### config.mk
export PLATFORM = sky130hd
export DESIGN_NAME = dmem_arbiter_flat
export DESIGN_NICKNAME = d
export VERILOG_FILES = /design/src/rtl/dmem_arb_pkg.sv /design/src/rtl/dmem_arb_if.sv /design/src/rtl/dmem_arb_pick.sv /design/src/rtl/dmem_arbiter.sv /design/src/flat_wrapper.sv
export SDC_FILE = /design/constraint.sdc
export NUM_CORES = 1
export LEC_CHECK = 0
export ABC_AREA = 1
export CAP_MARGIN = 10
export CORE_AREA = 5 5 100 102
export CTS_CLUSTER_DIAMETER = 30
export DETAILED_ROUTE_END_ITERATION = 8
export DIE_AREA = 0 0 105 107
export GPL_TIMING_DRIVEN = 0
export MAX_ROUTING_LAYER = met4
export PLACE_DENSITY = 0.71
export SETUP_SLACK_MARGIN = 0.4
export SYNTH_ARGS = -nofsm -noshare
export SYNTH_HDL_FRONTEND = slang
export SYNTH_SLANG_ARGS = --single-unit
export TNS_END_PERCENT = 30
### constraint.sdc
create_clock -name clk -period 6.1 [get_ports clk]
set_clock_uncertainty 0.05 [all_clocks]
set_input_delay 1.22 -clock clk [delete_from_list [all_inputs] [get_ports clk]]
set_output_delay 1.22 -clock clk [all_outputs]
set_load 0.02 [all_outputs]
### src/rtl/dmem_arb_pkg.sv
// Shared encodings and constants for the data-memory arbiter.
// Imported by the picker and the top-level sequencer.
package dmem_arb_pkg;

  typedef enum logic {
    REQ_CPU = 1'b0,
    REQ_EXT = 1'b1
  } req_e;

  localparam logic [9:0]  GPO_ADDR_DEFAULT = 10'h050;
  localparam logic [23:0] GPO_RD_ZEXT      = 24'h00_0000;

  // GPO is an 8-bit register; the upper bits read back as zero.
  function automatic logic [31:0] gpo_rdata(input logic [7:0] gpo_val);
    return {GPO_RD_ZEXT, gpo_val};
  endfunction

endpackage

### src/rtl/dmem_arb_if.sv
// One requester port of the data-memory arbiter (CPU or external loader).
// master = requester side, slave = arbiter side.
interface dmem_arb_if #(
  parameter int ADDR_W = 10
);

  logic              req;
  logic              we;
  logic [ADDR_W-1:0] addr;
  logic [31:0]       wdata;
  logic [3:0]        be;
  logic              gnt;
  logic              rvalid;
  logic [31:0]       rdata;

  modport master (
    output req, we, addr, wdata, be,
    input  gnt, rvalid, rdata
  );

  modport slave (
    input  req, we, addr, wdata, be,
    output gnt, rvalid, rdata
  );

endinterface

### src/rtl/dmem_arb_pick.sv
// Grant selector: one-hot grant from the request pair.
// Define DMEM_ARB_RR_EN for round-robin contention; default is CPU priority with a starvation limit.
module dmem_arb_pick
  import dmem_arb_pkg::*;
#(
  parameter int STARVE_LIMIT = 4
) (
  input  logic clk,
  input  logic rst_n,
  input  logic cpu_req,
  input  logic ext_req,
  output logic cpu_gnt,
  output logic ext_gnt
);

  logic contested;
  logic ext_wins;

  assign contested = cpu_req & ext_req;

`ifdef DMEM_ARB_RR_EN

  req_e last_winner_q;
  req_e last_winner_d;

  always_comb begin
    ext_wins      = ext_req;
    last_winner_d = last_winner_q;
    if (contested) begin
      ext_wins      = (last_winner_q == REQ_CPU);
      last_winner_d = (last_winner_q == REQ_CPU) ? REQ_EXT : REQ_CPU;
    end
  end

  always_ff @(posedge clk or negedge rst_n) begin
    if (!rst_n) begin
      last_winner_q <= REQ_CPU;
    end else begin
      last_winner_q <= last_winner_d;
    end
  end

`else

  localparam logic [3:0] LIMIT = 4'(STARVE_LIMIT);

  logic [3:0] starve_cnt_q;
  logic [3:0] starve_cnt_d;

  // The counter only survives unbroken contention that CPU keeps winning.
  always_comb begin
    ext_wins     = contested ? (starve_cnt_q == LIMIT) : ext_req;
    starve_cnt_d = 4'd0;
    if (contested && !ext_wins) begin
      starve_cnt_d = (starve_cnt_q == LIMIT) ? LIMIT : starve_cnt_q + 4'd1;
    end
  end

  always_ff @(posedge clk or negedge rst_n) begin
    if (!rst_n) begin
      starve_cnt_q <= 4'd0;
    end else begin
      starve_cnt_q <= starve_cnt_d;
    end
  end

`endif

  assign ext_gnt = rst_n & ext_wins;
  assign cpu_gnt = rst_n & cpu_req & ~ext_wins;

endmodule

### src/rtl/dmem_arbiter.sv
// Two-port arbiter/sequencer in front of the data memory and the GPO register.
// Optional build macro DMEM_ARB_RR_EN selects round-robin contention (see dmem_arb_pick).
module dmem_arbiter
  import dmem_arb_pkg::*;
#(
  parameter int                ADDR_W       = 10,
  parameter logic [ADDR_W-1:0] GPO_ADDR     = ADDR_W'(GPO_ADDR_DEFAULT),
  parameter int                STARVE_LIMIT = 4
) (
  input  logic              clk,
  input  logic              rst_n,
  dmem_arb_if.slave         cpu,
  dmem_arb_if.slave         ext,
  output logic [ADDR_W-1:0] mem_addr,
  output logic [31:0]       mem_wdata,
  output logic [3:0]        mem_width,
  output logic              mem_write,
  input  logic [31:0]       mem_rdata,
  output logic              gpo_write,
  output logic [7:0]        gpo_data,
  input  logic [7:0]        gpo_in
);

  logic cpu_gnt;
  logic ext_gnt;
  logic any_gnt;
  logic acc_we;
  logic hit_gpo;

  logic rd_pending_q, rd_pending_d;
  req_e rd_owner_q,   rd_owner_d;
  logic rd_is_gpo_q,  rd_is_gpo_d;

  logic [31:0] rd_data;
  logic        cpu_rvalid;
  logic        ext_rvalid;

  dmem_arb_pick #(
    .STARVE_LIMIT(STARVE_LIMIT)
  ) u_pick (
    .clk     (clk),
    .rst_n   (rst_n),
    .cpu_req (cpu.req),
    .ext_req (ext.req),
    .cpu_gnt (cpu_gnt),
    .ext_gnt (ext_gnt)
  );

  assign cpu.gnt = cpu_gnt;
  assign ext.gnt = ext_gnt;
  assign any_gnt = cpu_gnt | ext_gnt;

  // With no grant the CPU fields sit on the bus; strobes stay low.
  always_comb begin
    mem_addr  = cpu.addr;
    mem_wdata = cpu.wdata;
    mem_width = cpu.be;
    acc_we    = cpu.we;
    if (ext_gnt) begin
      mem_addr  = ext.addr;
      mem_wdata = ext.wdata;
      mem_width = ext.be;
      acc_we    = ext.we;
    end
    hit_gpo   = (mem_addr == GPO_ADDR);
    gpo_data  = mem_wdata[7:0];
    mem_write = any_gnt & acc_we & ~hit_gpo;
    gpo_write = any_gnt & acc_we & hit_gpo;
  end

  always_comb begin
    rd_pending_d = any_gnt & ~acc_we;
    rd_owner_d   = ext_gnt ? REQ_EXT : REQ_CPU;
    rd_is_gpo_d  = hit_gpo;
  end

  always_ff @(posedge clk or negedge rst_n) begin
    if (!rst_n) begin
      rd_pending_q <= 1'b0;
      rd_owner_q   <= REQ_CPU;
      rd_is_gpo_q  <= 1'b0;
    end else begin
      rd_pending_q <= rd_pending_d;
      rd_owner_q   <= rd_owner_d;
      rd_is_gpo_q  <= rd_is_gpo_d;
    end
  end

  // Memory output is already registered, so the return is a pure mux on the pending tag.
  always_comb begin
    rd_data    = rd_is_gpo_q ? gpo_rdata(gpo_in) : mem_rdata;
    cpu_rvalid = rd_pending_q & (rd_owner_q == REQ_CPU);
    ext_rvalid = rd_pending_q & (rd_owner_q == REQ_EXT);
  end

  assign cpu.rvalid = cpu_rvalid;
  assign ext.rvalid = ext_rvalid;
  assign cpu.rdata  = cpu_rvalid ? rd_data : 32'h0;
  assign ext.rdata  = ext_rvalid ? rd_data : 32'h0;

endmodule

### src/flat_wrapper.sv
// flat-port wrapper written by rule: the top's interface ports become plain ports
module dmem_arbiter_flat import dmem_arb_pkg::*;
#(
  parameter int                ADDR_W       = 10,
  parameter logic [ADDR_W-1:0] GPO_ADDR     = ADDR_W'(GPO_ADDR_DEFAULT),
  parameter int                STARVE_LIMIT = 4
)
  (clk, rst_n, mem_addr, mem_wdata, mem_width, mem_write, mem_rdata, gpo_write, gpo_data, gpo_in, cpu_req, cpu_we, cpu_addr, cpu_wdata, cpu_be, cpu_gnt, cpu_rvalid, cpu_rdata, ext_req, ext_we, ext_addr, ext_wdata, ext_be, ext_gnt, ext_rvalid, ext_rdata);
  dmem_arb_if #(.ADDR_W(ADDR_W)) cpu_i ();
  dmem_arb_if #(.ADDR_W(ADDR_W)) ext_i ();
  input  logic clk;
  input  logic rst_n;
  output logic [ADDR_W-1:0] mem_addr;
  output logic [31:0] mem_wdata;
  output logic [3:0] mem_width;
  output logic mem_write;
  input  logic [31:0] mem_rdata;
  output logic gpo_write;
  output logic [7:0] gpo_data;
  input  logic [7:0] gpo_in;
  input wire logic [$bits(cpu_i.req)-1:0] cpu_req;
  input wire logic [$bits(cpu_i.we)-1:0] cpu_we;
  input wire logic [$bits(cpu_i.addr)-1:0] cpu_addr;
  input wire logic [$bits(cpu_i.wdata)-1:0] cpu_wdata;
  input wire logic [$bits(cpu_i.be)-1:0] cpu_be;
  output wire logic [$bits(cpu_i.gnt)-1:0] cpu_gnt;
  output wire logic [$bits(cpu_i.rvalid)-1:0] cpu_rvalid;
  output wire logic [$bits(cpu_i.rdata)-1:0] cpu_rdata;
  input wire logic [$bits(ext_i.req)-1:0] ext_req;
  input wire logic [$bits(ext_i.we)-1:0] ext_we;
  input wire logic [$bits(ext_i.addr)-1:0] ext_addr;
  input wire logic [$bits(ext_i.wdata)-1:0] ext_wdata;
  input wire logic [$bits(ext_i.be)-1:0] ext_be;
  output wire logic [$bits(ext_i.gnt)-1:0] ext_gnt;
  output wire logic [$bits(ext_i.rvalid)-1:0] ext_rvalid;
  output wire logic [$bits(ext_i.rdata)-1:0] ext_rdata;
  assign cpu_i.req = cpu_req;
  assign cpu_i.we = cpu_we;
  assign cpu_i.addr = cpu_addr;
  assign cpu_i.wdata = cpu_wdata;
  assign cpu_i.be = cpu_be;
  assign cpu_gnt = cpu_i.gnt;
  assign cpu_rvalid = cpu_i.rvalid;
  assign cpu_rdata = cpu_i.rdata;
  assign ext_i.req = ext_req;
  assign ext_i.we = ext_we;
  assign ext_i.addr = ext_addr;
  assign ext_i.wdata = ext_wdata;
  assign ext_i.be = ext_be;
  assign ext_gnt = ext_i.gnt;
  assign ext_rvalid = ext_i.rvalid;
  assign ext_rdata = ext_i.rdata;
  dmem_arbiter #(.ADDR_W(ADDR_W), .GPO_ADDR(GPO_ADDR), .STARVE_LIMIT(STARVE_LIMIT)) u_core (.clk(clk), .rst_n(rst_n), .cpu(cpu_i), .ext(ext_i), .mem_addr(mem_addr), .mem_wdata(mem_wdata), .mem_width(mem_width), .mem_write(mem_write), .mem_rdata(mem_rdata), .gpo_write(gpo_write), .gpo_data(gpo_data), .gpo_in(gpo_in));
endmodule
==> key figures <==
Clocking
  – Latest clock arrival within the worst-skew pair: 0.22 ns
  – Post-CTS Hold Fix Bufs: 0
  – CTS tree: built
  – Longest Clk Path Bufs: 2
  – Htree depth: 1
  – Clk sinks: 7
  – Post-CTS Setup Inserts: 0
  – Total CTS buffers: 3
  – Clock slew at reported path FFs: 0.04 ns
  – # resized after CTS: 0
  – Root buf cell: clkbuf_8

Logic synthesis
  – Top-count cell post-synth: nand2_1
  – Synthesized area: 0.00178 sq mm
  – Top-area cell type share of the netlist area: 0.307
  – Cells after Synth: 357
  – Synth unique cells: 23
  – Synth area leaders: nand2_1, nor3_1, inv_1
  – Post-synth EDFFs: 0
  – Top cells by count, synth: nand2_1, inv_1, nor3_1, nor2_1
  – Seq cells post-synth: 7
  – Synth Net Count: 497
  – Async SR Flop Fraction: 1.00
  – Area leader, netlist: nand2_1
  – Sequential area share after synthesis: 0.0982
  – Mapped Avg Cell Area: 5.00 sq um
  – Synthesis Warnings: 0
  – Synth Flop Type: dfrtp_1

Setup path
  – CP Data Required Time: 4.83 ns
  – Critical path peak fanout: 12
  – WS Path Type: input port to output pin
  – Buf/Inv on CP: 6
  – Worst setup SP type: input port
  – Slowest Stage Delay on Critical Path: 0.69 ns
  – Cell family with most CP delay: buffers and inverters
  – Crit path DAT: 3.65 ns
  – Slowest cell on crit path: clkdlybuf4s50_1
  – Crit end category: output pin
  – Ordered list of cells on the worst path: clkdlybuf4s50_1 > nand3_4 > buf_6 > buf_4 > buf_2 > nand2_1 > nand2_1 > buf_4 > clkdlybuf4s50_1

Placement
  – IO Port Bufs: 261
  – HPWL after DPL: 9.62 mm
  – Placed cell areas: 0.00454 sq mm
  – GPL Wtd Cong: 0.914

Pwr
  – Pwr dens: 90.3 mW/mm^2
  – Peak supply drop: 0.0000453 V
  – Switching power: 0.152 mW
  – LEAKAGE: 2.11 nW
  – Cell-internal power: 0.261 mW
  – Part of the power in registers: 0.118
  – Pwr Total: 0.413 mW
  – Clock share of power: 0.152
  – Switch share: 0.369
  – Combinational power share: 0.730

Timing
  – Unrepaired setup endpoints after global routing: no
  – FMAX: 0.203 GHz
  – Slew Limit Headroom: 0.570
  – Slew Limit Fails: 0
  – Worst-Margin Slew: 0.646 ns
  – Endpoints failing hold: 0
  – Setup_tns: 0 ns
  – Final worst path period share: 0.806
  – Setup violators final: 0
  – Final min period: 4.92 ns

Drt
  – Antenna-violating nets left: 0
  – DR iter-0 viols: 118
  – DR DRC count: 0
  – Highest routed layer: met4
  – Met2 Wirelength: 5.64 mm
  – DR vias/cell: 4.30
  – Pre-antenna DRT Iters: 4
  – WL met3: 754 um
  – Total Wirelength: 10.8 mm
  – Routed metal-1 wirelength: 4.21 mm
  – Routed WL per cell: 14.7 um
  – Via count: 3155

Final layout
  – Layout cells sized above 1: 0.0547
  – # nets final: 763
  – Antenna cells: 0
  – Final instance area: 0.00458 sq mm
  – Area Overhead vs Synth: 157%

Worst hold path
  – HP Class: register to register

Die
  – Row Count: 35
  – Die X: 105 um
  – Full die area: 0.0112 sq mm
  – Core Area: 0.00902 sq mm
  – Die Span Y: 107 um
  – Starting Density: 0.198
  – I/O pins: 262

GRT
  – GRT overflow: 0
  – Largest net degree at the start of global routing: 13
  – First-pass GRT wire length: 15.7 mm
  – Vias in the first global route: 3129
  – GR Util All Layers: 0.175
  – Antenna violations before repair: 0

Run status
  – Outcome: finished, final reports clean

Run
  – Max-cap check violation count: 0
-- power groups by stage --
| stage | logic, mW | clock network, mW | registers [mW] |
|---|---|---|---|
| 3_5_place_dp | 0.303 | 0 | 0.0495 |
| 2_1_floorplan | 0.119 | 0 | 0.0493 |
| 3_3_place_gp | 0.300 | 0 | 0.0495 |
| 4_1_cts | 0.304 | 0.0648 | 0.0489 |
| 5_1_grt | 0.322 | 0.0662 | 0.0491 |
| 6_report | 0.302 | 0.0628 | 0.0489 |
-- logic make-up (layout without fill, tap and decap cells) --
| kind of cell | after synthesis | count (layout) | share of synthesized area |
|---|---|---|---|
| AOI/OAI and AO/OA | 4 | 4 | 0.0112 |
| xor gates and xnor gates | 2 | 2 | 0.00982 |
| adders and majority gates | 2 | 2 | 0.0140 |
| buffers and inverters | 85 | 350 | 0.221 |
| DFF | 7 | 7 | 0.0982 |
| muxes | 8 | 8 | 0.0449 |
| and+or+nand+nor | 249 | 249 | 0.601 |
-- cells in the final DEF, fill, tap and decap left out, drive strengths merged --
cell           instances
mux2i                  8
nand4                 12
xnor2                  1
a21oi                  1
nand3                  6
clkdlybuf4s50        261
clkbuf                16
nor3                  48
nand2                151
buf                   21
dfrtp                  7
xor2                   1
inv                   52
nor2                  32
o21ai                  3
ha                     2
-- state kept, by name (all words and copies together) (netlist names) --
signal / cells
u_core.rd_is_gpo_q: 1
u_core.rd_pending_q: 1
u_core.u_pick.starve_cnt_q: 4
u_core.rd_owner_q: 1
-- final timing paths --
kind	to	from	slack, ns	cells after the start
worst max-delay path	mem_wdata[7]	rst_n	1.18	9
worst min-delay path	u_core.u_pick.starve_cnt_q[0]	u_core.u_pick.starve_cnt_q[0]	0.45	1
worst max register to register	u_core.rd_is_gpo_q	u_core.u_pick.starve_cnt_q[0]	4.37	12
worst min register to register	u_core.u_pick.starve_cnt_q[0]	u_core.u_pick.starve_cnt_q[0]	0.45	1
max in group asynchronous	u_core.rd_owner_q	rst_n	4.34	1
min in group asynchronous	u_core.u_pick.starve_cnt_q[2]	rst_n	1.30	1
-- metal layers --
metal  GRT usage  up-vias
li1            -     1613
met1       0.192     1361
met2       0.331      165
met3      0.0241       16
met4      0.0420        0
met5           -        -
-- per-stage QoR --
stage	util	setup slack [ns]	cells	hold slack, ns
global route	0.508	1.00	733	0.457
global placement	0.503	1.20	729	0.425
floorplan	-	2.47	357	0.404
detailed placement	0.503	1.19	729	0.443
finish	0.508	1.18	733	0.449
CTS	0.508	1.18	733	0.446
-- layout make-up --
type | instances | area (sq um)
inverter | 52 | 198
fill | 929 | 4440
tap | 111 | 139
buffer | 33 | 196
timing repair buffer | 261 | 2610
sequential | 7 | 175
multi-input combinational | 265 | 1210
clock buffer | 4 | 45.0
No activity file was read; power rests on OpenSTA's default activity.
